<file path="config.mk">
export PLATFORM = sky130hd
export DESIGN_NAME = uart_cmd_parser
export DESIGN_NICKNAME = d
export VERILOG_FILES = /design/src/rtl/uart_cmd_parser.sv
export SDC_FILE = /design/constraint.sdc
export NUM_CORES = 1
export LEC_CHECK = 0
export ABC_AREA = 1
export ABC_CLOCK_PERIOD_IN_PS = 4450
export CAP_MARGIN = 20
export CORE_MARGIN = 2
export CORE_UTILIZATION = 35
export CTS_CLUSTER_SIZE = 14
export DETAILED_ROUTE_END_ITERATION = 16
export DONT_BUFFER_PORTS = 1
export PLACE_DENSITY = 0.52
export RECOVER_POWER = 25
export SYNTH_ARGS = -nofsm -noshare
export SYNTH_HDL_FRONTEND = slang
export SYNTH_SLANG_ARGS = --single-unit
</file>
<file path="constraint.sdc">
create_clock -name clk -period 4.45 [get_ports clk]
set_input_delay 1.335 -clock clk [delete_from_list [all_inputs] [get_ports clk]]
set_output_delay 1.335 -clock clk [all_outputs]
set_load 0.02 [all_outputs]
</file>
<file path="src/rtl/uart_cmd_parser.sv">
// rtl/uart_cmd_parser.sv - framed UART command decoder with checksum, byte-gap abort and link-loss failsafe
//
// Frame format: HEADER, CMD, LEN, LEN payload bytes, CSUM where CSUM = CMD ^ LEN ^ payload bytes.
// A checksum-correct frame produces a one-cycle cmd_valid together with updated
// cmd_code/cmd_arg/action_out. Discarded frames produce a one-cycle frame_err.
//
// Ports:
//   clk, rst_n          50 MHz clock, asynchronous active-low reset
//   rx_valid, rx_byte   byte strobe and data from the UART receiver
//   cmd_valid           one-cycle strobe: new validated frame
//   cmd_code, cmd_arg   command byte and right-justified payload of the last valid frame
//   action_out          last valid cmd_code, or FAILSAFE_CMD while the link is lost
//   link_lost           no valid frame for LINK_TIMEOUT_CYC cycles
//   frame_err           one-cycle strobe: frame discarded (length, checksum or byte gap)
//   err_count           (only with CMD_ERR_STATS_EN) saturating frame_err counter,
//                       cleared by a valid frame with cmd_code 8'hFF
//
// Optional feature macro: CMD_ERR_STATS_EN

module uart_cmd_parser #(
    parameter logic [7:0] HEADER           = 8'hAA,
    parameter int         MAX_LEN          = 4,
    parameter int         BYTE_TIMEOUT_CYC = 50000,
    parameter int         LINK_TIMEOUT_CYC = 25000000,
    parameter logic [7:0] FAILSAFE_CMD     = 8'h02
) (
    input  logic        clk,
    input  logic        rst_n,
    input  logic        rx_valid,
    input  logic [7:0]  rx_byte,
`ifdef CMD_ERR_STATS_EN
    output logic [7:0]  err_count,
`endif
    output logic        cmd_valid,
    output logic [7:0]  cmd_code,
    output logic [31:0] cmd_arg,
    output logic [7:0]  action_out,
    output logic        link_lost,
    output logic        frame_err
);

    localparam int         GAP_W     = $clog2(BYTE_TIMEOUT_CYC + 1);
    localparam int         LINK_W    = $clog2(LINK_TIMEOUT_CYC + 1);
    localparam logic [7:0] MAX_LEN_B = 8'(MAX_LEN);
    localparam logic [GAP_W-1:0]  GAP_LAST = GAP_W'(BYTE_TIMEOUT_CYC - 1);
    localparam logic [LINK_W-1:0] LINK_MAX = LINK_W'(LINK_TIMEOUT_CYC);

    typedef enum logic [2:0] {WAIT_HDR, GET_CMD, GET_LEN, GET_PAY, GET_CSUM} state_t;

    state_t            state, state_d;
    logic [7:0]        cmd_q, cmd_d;
    logic [7:0]        xor_q, xor_d;
    logic [2:0]        len_q, len_d;
    logic [2:0]        idx_q, idx_d;
    logic [31:0]       arg_q, arg_d;
    logic [GAP_W-1:0]  gap_q;
    logic [LINK_W-1:0] link_q;
    logic              gap_timeout;
    logic              accept;
    logic              reject;

    // gap_q counts cycles since the last byte; the timeout edge is the
    // BYTE_TIMEOUT_CYC-th one, and a byte arriving on that same edge is dropped.
    assign gap_timeout = (state != WAIT_HDR) && (gap_q == GAP_LAST);

    always_comb begin
        state_d = state;
        cmd_d   = cmd_q;
        xor_d   = xor_q;
        len_d   = len_q;
        idx_d   = idx_q;
        arg_d   = arg_q;
        accept  = 1'b0;
        reject  = 1'b0;
        if (gap_timeout) begin
            reject  = 1'b1;
            state_d = WAIT_HDR;
        end else if (rx_valid) begin
            case (state)
                WAIT_HDR: begin
                    if (rx_byte == HEADER) state_d = GET_CMD;
                end
                GET_CMD: begin
                    cmd_d   = rx_byte;
                    xor_d   = rx_byte;
                    state_d = GET_LEN;
                end
                GET_LEN: begin
                    xor_d = xor_q ^ rx_byte;
                    arg_d = '0;   // also gives cmd_arg = 0 for zero-length frames
                    idx_d = '0;
                    len_d = rx_byte[2:0];
                    if (rx_byte > MAX_LEN_B) begin
                        reject  = 1'b1;
                        state_d = WAIT_HDR;
                    end else if (rx_byte == 8'd0) begin
                        state_d = GET_CSUM;
                    end else begin
                        state_d = GET_PAY;
                    end
                end
                GET_PAY: begin
                    arg_d = {arg_q[23:0], rx_byte};
                    xor_d = xor_q ^ rx_byte;
                    idx_d = idx_q + 3'd1;
                    if (idx_q + 3'd1 == len_q) state_d = GET_CSUM;
                end
                GET_CSUM: begin
                    if (rx_byte == xor_q) accept = 1'b1;
                    else                  reject = 1'b1;
                    state_d = WAIT_HDR;
                end
                default: state_d = WAIT_HDR;
            endcase
        end
    end

    always_ff @(posedge clk or negedge rst_n) begin
        if (!rst_n) begin
            state <= WAIT_HDR;
            cmd_q <= '0;
            xor_q <= '0;
            len_q <= '0;
            idx_q <= '0;
            arg_q <= '0;
            gap_q <= '0;
        end else begin
            state <= state_d;
            cmd_q <= cmd_d;
            xor_q <= xor_d;
            len_q <= len_d;
            idx_q <= idx_d;
            arg_q <= arg_d;
            if (rx_valid || gap_timeout || state == WAIT_HDR) gap_q <= '0;
            else                                              gap_q <= gap_q + GAP_W'(1);
        end
    end

    // Published outputs and link supervision. A frame accepted on the edge the
    // link counter would expire takes priority, so the link never drops then.
    always_ff @(posedge clk or negedge rst_n) begin
        if (!rst_n) begin
            cmd_valid  <= 1'b0;
            frame_err  <= 1'b0;
            cmd_code   <= '0;
            cmd_arg    <= '0;
            action_out <= '0;
            link_lost  <= 1'b0;
            link_q     <= '0;
        end else begin
            cmd_valid <= accept;
            frame_err <= reject;
            if (accept) begin
                cmd_code   <= cmd_q;
                cmd_arg    <= arg_q;
                action_out <= cmd_q;
                link_lost  <= 1'b0;
                link_q     <= '0;
            end else if (link_q != LINK_MAX) begin
                link_q <= link_q + LINK_W'(1);
                if (link_q == LINK_MAX - LINK_W'(1)) begin
                    link_lost  <= 1'b1;
                    action_out <= FAILSAFE_CMD;
                end
            end
        end
    end

`ifdef CMD_ERR_STATS_EN
    always_ff @(posedge clk or negedge rst_n) begin
        if (!rst_n) begin
            err_count <= '0;
        end else if (accept && cmd_q == 8'hFF) begin
            err_count <= '0;
        end else if (reject && err_count != 8'hFF) begin
            err_count <= err_count + 8'd1;
        end
    end
`endif

endmodule
</file>
======== After elaboration in Yosys (flattened, before gate mapping) ========
Cells that the tools add are included.
operators by class
  add/subtract/negate cells ............... 3
  order comparisons ....................... 1
  eq/ne operators ......................... 12
  muxes and demuxes ....................... 28
  bitwise logic cells ..................... 2
  reductions and logical operators ........ 18
operator list
  kind                                                                  number
  32-bit case mux with 2 select lines                                   1
  25-bit two-way mux                                                    2
  25-bit by 1-bit adder with 25-bit output, second input constant       1
  25-bit == test, second input constant                                 1
  25-bit inequality test, second input constant                         1
  8-bit two-way mux                                                     3
  3-bit two-way mux                                                     6
  16-bit by 1-bit adder with 16-bit output, second input constant       1
  16-bit == test, second input constant                                 1
  16-bit two-way mux                                                    1
  8-bit case mux with 2 select lines                                    1
  3-bit AND reduction                                                   5
  3-bit case mux with 4 select lines                                    1
  1-bit two-way mux                                                     11
  2-bit nonzero test                                                    5
  8-bit == test                                                         1
  8-bit == test, second input constant                                  1
  8-bit by 3-bit > comparator with 1-bit output, second input constant  1
  8-bit zero test                                                       1
  8-bit bitwise XOR                                                     1
  3-bit by 2-bit == test with 1-bit output, second input constant       2
  3-bit inequality test, second input constant                          2
  3-bit case mux with 2 select lines                                    1
  3-bit by 1-bit adder with 3-bit output, second input constant         1
  11 further kinds                                                      12
storage, ports and cells
  flip-flop bits (word level) ............. 149
  bits of input ports ..................... 11
  output and inout port bits .............. 51
  word-level logic and storage cells ...... 78

======== Depth between registers and ports, before layout ========
  depth after elaboration ................. 7
  gate-level depth with buffers ........... 11

======== Least setup slack after synthesis ========
Ideal clock, no wire load.
  path kind ............................... in2reg
  start ................................... input rx_byte[1]
  end ..................................... register cmd_code[7]
  arrival time ............................ 2258 ps
  path slack .............................. 2074 ps
  cell stages on the path ................. 9
  buffers on the path ..................... 2
  cell sequence ........................... xor2_1 nor2_1 nand2_1 nor2_1 nand2_4 buf_6 buf_6 nand2_1 nand2_1
on the way
  longest elaborated chain between the ends .. 5
ends and longest elaborated chain
  what                    line  text
  start: declaration      30    input logic [7:0] rx_byte,
  8-bit == test           109   if (rx_byte == xor_q) accept = 1'b1;
  1-bit two-way mux       109
  1-bit two-way mux       79    case (state)
  1-bit two-way mux       78    end else if (rx_valid) begin
  1-bit two-way mux       75    if (gap_timeout) begin
  end signal: assignment  154   cmd_code <= cmd_q;
  end: declaration        35    output logic [7:0] cmd_code,
No other way between the ends.
A chain may end at the register's enable or synchronous reset.

======== Worst setup path in the final report ========
  start ................................... input rx_byte[3]
  end ..................................... register link_q[3]
on the way
  longest elaborated chain between the ends .. 6
  elaborated cells on any way between the ends .. 7
ends and longest elaborated chain
  what                                                             line  text
  8-bit == test *                                                  109
  1-bit two-way mux *                                              109
  1-bit two-way mux *                                              79
  1-bit two-way mux *                                              78
  1-bit two-way mux *                                              75
  25-bit two-way mux / 2-bit nonzero test (equally long branches)  -
  end signal: assignment                                           160   link_q <= link_q + LINK_W'(1);
  end: declaration                                                 57    logic [LINK_W-1:0] link_q;
Every way passes the cells marked *; elsewhere a longest branch is shown, timed or not.

==> summary.txt <==
Yosys
  – Syn avg cell area: 8.07 µm²
  – Post-synthesis adder-cell area fraction: 0.719%
  – Area leader, netlist: dfrtp_1
  – Synth Area in Compound Gates: 4.73%
  – Mapped Area: 0.00696 mm²
  – Share of flip-flops with an asynchronous set or reset: 100%
  – Synth Area in Simple Gates: 31.6%
  – Yosys reg bits: 149
  – Sequential share of the synthesized area: 53.6%
  – Syn. warnings: 0
  – Synth Flop Type: dfrtp_1
  – XOR/XNOR Fraction of Synth Area: 2.39%
  – Mux contribution to synthesized area: 0%
  – Syn Nets: 878
  – Most frequent cell after synthesis: nand2_1
  – Largest family of logic cells by synthesized area: simple AND/OR/NAND/NOR gates
  – Most instantiated cells after synthesis: 323 x nand2_1, 149 x dfrtp_1, 95 x nor2_1, 77 x inv_1, 47 x o21ai_0
  – Syn Inst Count: 863
  – Synth area leaders: dfrtp_1 54%, nand2_1 17%, nor2_1 5.1%, inv_1 4.2%, nand4_1 4.0%
  – Post-synth top area share: 53.6%
  – Post-synth EDFFs: 0
  – Synth unique cells: 30

Die
  – Starting Density: 35.8%
  – Core area: 0.0195 mm²
  – Die ar.: 0.0210 mm²
  – Die H: 145 µm
  – FP Rows: 51
  – I/O pins: 62
  – Die X: 145 µm

Detailed routing
  – Final WL: 16100 µm
  – Drt wl/cell: 14.1 µm
  – First drt pass iteration count: 7
  – Vias/cell: 4.69
  – Routed vias: 5327
  – Drt initial violations: 415
  – Post-DRT Antenna Nets: 0
  – # DRC: 0

Hold path
  – HP Class: register to register

Timing
  – Clk_skew: 0.0116 ns
  – Setup TNS: 0 ns
  – Slew Viols, Final: 0
  – Post-layout min period: 2.44 ns
  – Max Freq: 410 MHz
  – Slew headroom: 47.9%
  – Period utilisation layout: 54.7%
  – Final setup viols: 0
  – WHS: 0.470 ns
  – Slew @ Worst Pin: 0.781 ns
  – Final Hold Vio Count: 0
  – RSZ-0062 raised after global routing: no

CTS
  – Clk_lat worst skew: 0.43 ns
  – Clk slew on worst S/H paths: 0.07 ns
  – Clock root buffer: clkbuf_16
  – Hold buffer count at CTS: 0
  – TritonCTS clock tree: built
  – Setup repair bufs after CTS: 0
  – Clk sinks: 149
  – CTS H-tree lvls: 4
  – Resized Gates After CTS: 0
  – CTS buffer count: 17
  – Clock buffer depth: 2

Run
  – Max cap viols: 0

Cells and area
  – Layout cells sized above 1: 5.62%
  – Area grow syn2layout: 11.4%
  – Antenna diode count: 0
  – Final std cells w/o fill: 1137
  – # nets final: 874
  – Cell area after layout: 0.00775 mm²
  – Fill cells: 2017

Power
  – Max VDD drop: 0.000309 V
  – Cell area power density: 479 mW/mm²
  – Pleak: 4.02 nW
  – Total power: 0.00371 W

Setup path
  – Crit path arrival time: 2.79 ns
  – Critical Path Fanout Max: 79
  – Crit path launch type: input port
  – Setup CP Type: input port to register
  – CP Data Required Time: 4.81 ns
  – Worst Setup End Kind: register

GRT
  – Largest net degree at the start of global routing: 150
  – Global-route wire length before repair: 27000 µm
  – Vias in the first global route: 5043
  – Initial antenna violation count: 0
  – Grt ovf: 0
  – Overall routing resource usage: 16.0%

Outcome
  – Outcome: finished, final reports clean

Place
  – Cell Area, Placed: 0.00715 mm²
  – Placed Cells: 1105
  – Global placement routability congestion: 0.861
  – Dpl hpwl: 10500 µm
  – IO Port Bufs: 0
-- where the power goes --
part           switching, W  internal (W)
logic              0.000425      0.000194
registers          0.000137       0.00150
clock network      0.000693      0.000762
total               0.00125       0.00246
-- worst max-delay path, cell delays in order --
cell	delay, ns
xor2_1	0.19
nor2_1	0.07
nand2_1	0.09
nor2_1	0.07
nand2_4	0.06
buf_4	0.56
o21ai_0	0.21
nor2_1	0.12
-- placed cells by master, fill, tap and decap left out --
master,count
xor2_1,17
clkinv_4,1
a21boi_0,1
nor3b_1,3
dfrtp_1,149
clkinvlp_4,2
inv_6,1
nand2_2,1
ha_1,4
nor3_2,1
nor2_1,94
buf_4,5
nand2_1,323
a31oi_1,3
nor2_4,1
nand4_1,45
nand2_4,2
nor2_2,1
clkbuf_16,17
nand3_1,28
clkinv_8,5
o21a_1,2
xnor2_1,2
inv_8,6
o21bai_1,1
inv_1,77
a21oi_1,9
nand3_2,1
o21ai_0,47
nor3_1,18
nor3_4,1
inv_2,3
nor2_8,1
-- cell type report --
type,count,area (µm²),share of cell area [%]
clock inverter,15,181,2.34
clock buffer,17,425,5.49
timing repair buffer,5,37.5,0.484
inverter,80,300,3.87
sequential,149,3730,48.1
tap,265,332,4.28
multi-input combinational,606,2750,35.4
-- registers in the layout (all words and copies together), names as in the netlist --
name and cells:
link_q 25, xor_q 8, state 3, cmd_code 8, cmd_q 8, arg_q 32, idx_q 3, gap_q 16
frame_err 1, link_lost 1, cmd_arg 32, cmd_valid 1, action_out 8, len_q 3
-- path summary, 6_finish.rpt --
path / startpoint / endpoint / slack [ns] / cells after the start
setup / recovery: rx_byte[3] / link_q[3] / 2.01 / 8
hold / removal: gap_q[0] / gap_q[0] / 0.47 / 1
setup reg to reg: gap_q[0] / link_q[3] / 2.08 / 10
hold reg to reg: gap_q[0] / gap_q[0] / 0.47 / 1
max in group asynchronous: rst_n / link_q[21] / 3.56 / 0
min in group asynchronous: rst_n / cmd_arg[27] / 0.59 / 0
-- through the flow --
step	worst slack (ns)	util, %
2_1_floorplan	2.07	-
3_3_place_gp	1.56	36.7
3_5_place_dp	1.55	36.7
4_1_cts	2.00	39.8
5_1_grt	1.81	39.8
6_report	2.01	39.8
-- metal layers --
layer  routed length [µm]  global-route usage [%]  up-vias
met2                 7130                    24.2      104
met5                    0                       0        -
met4                  216                    4.65        0
met3                  883                    5.09       19
met1                 7840                    22.0     2469
li1                     -                       -     2735
-- cell families after synthesis --
logic type,count (synthesis)
adder cells (fa/ha/maj),4
XOR/XNOR,19
flip-flops,149
buffers and inverters,108
AND/OR/NAND/NOR,520
AO/OA/AOI/OAI,63
(Power assumes the default switching activity.)
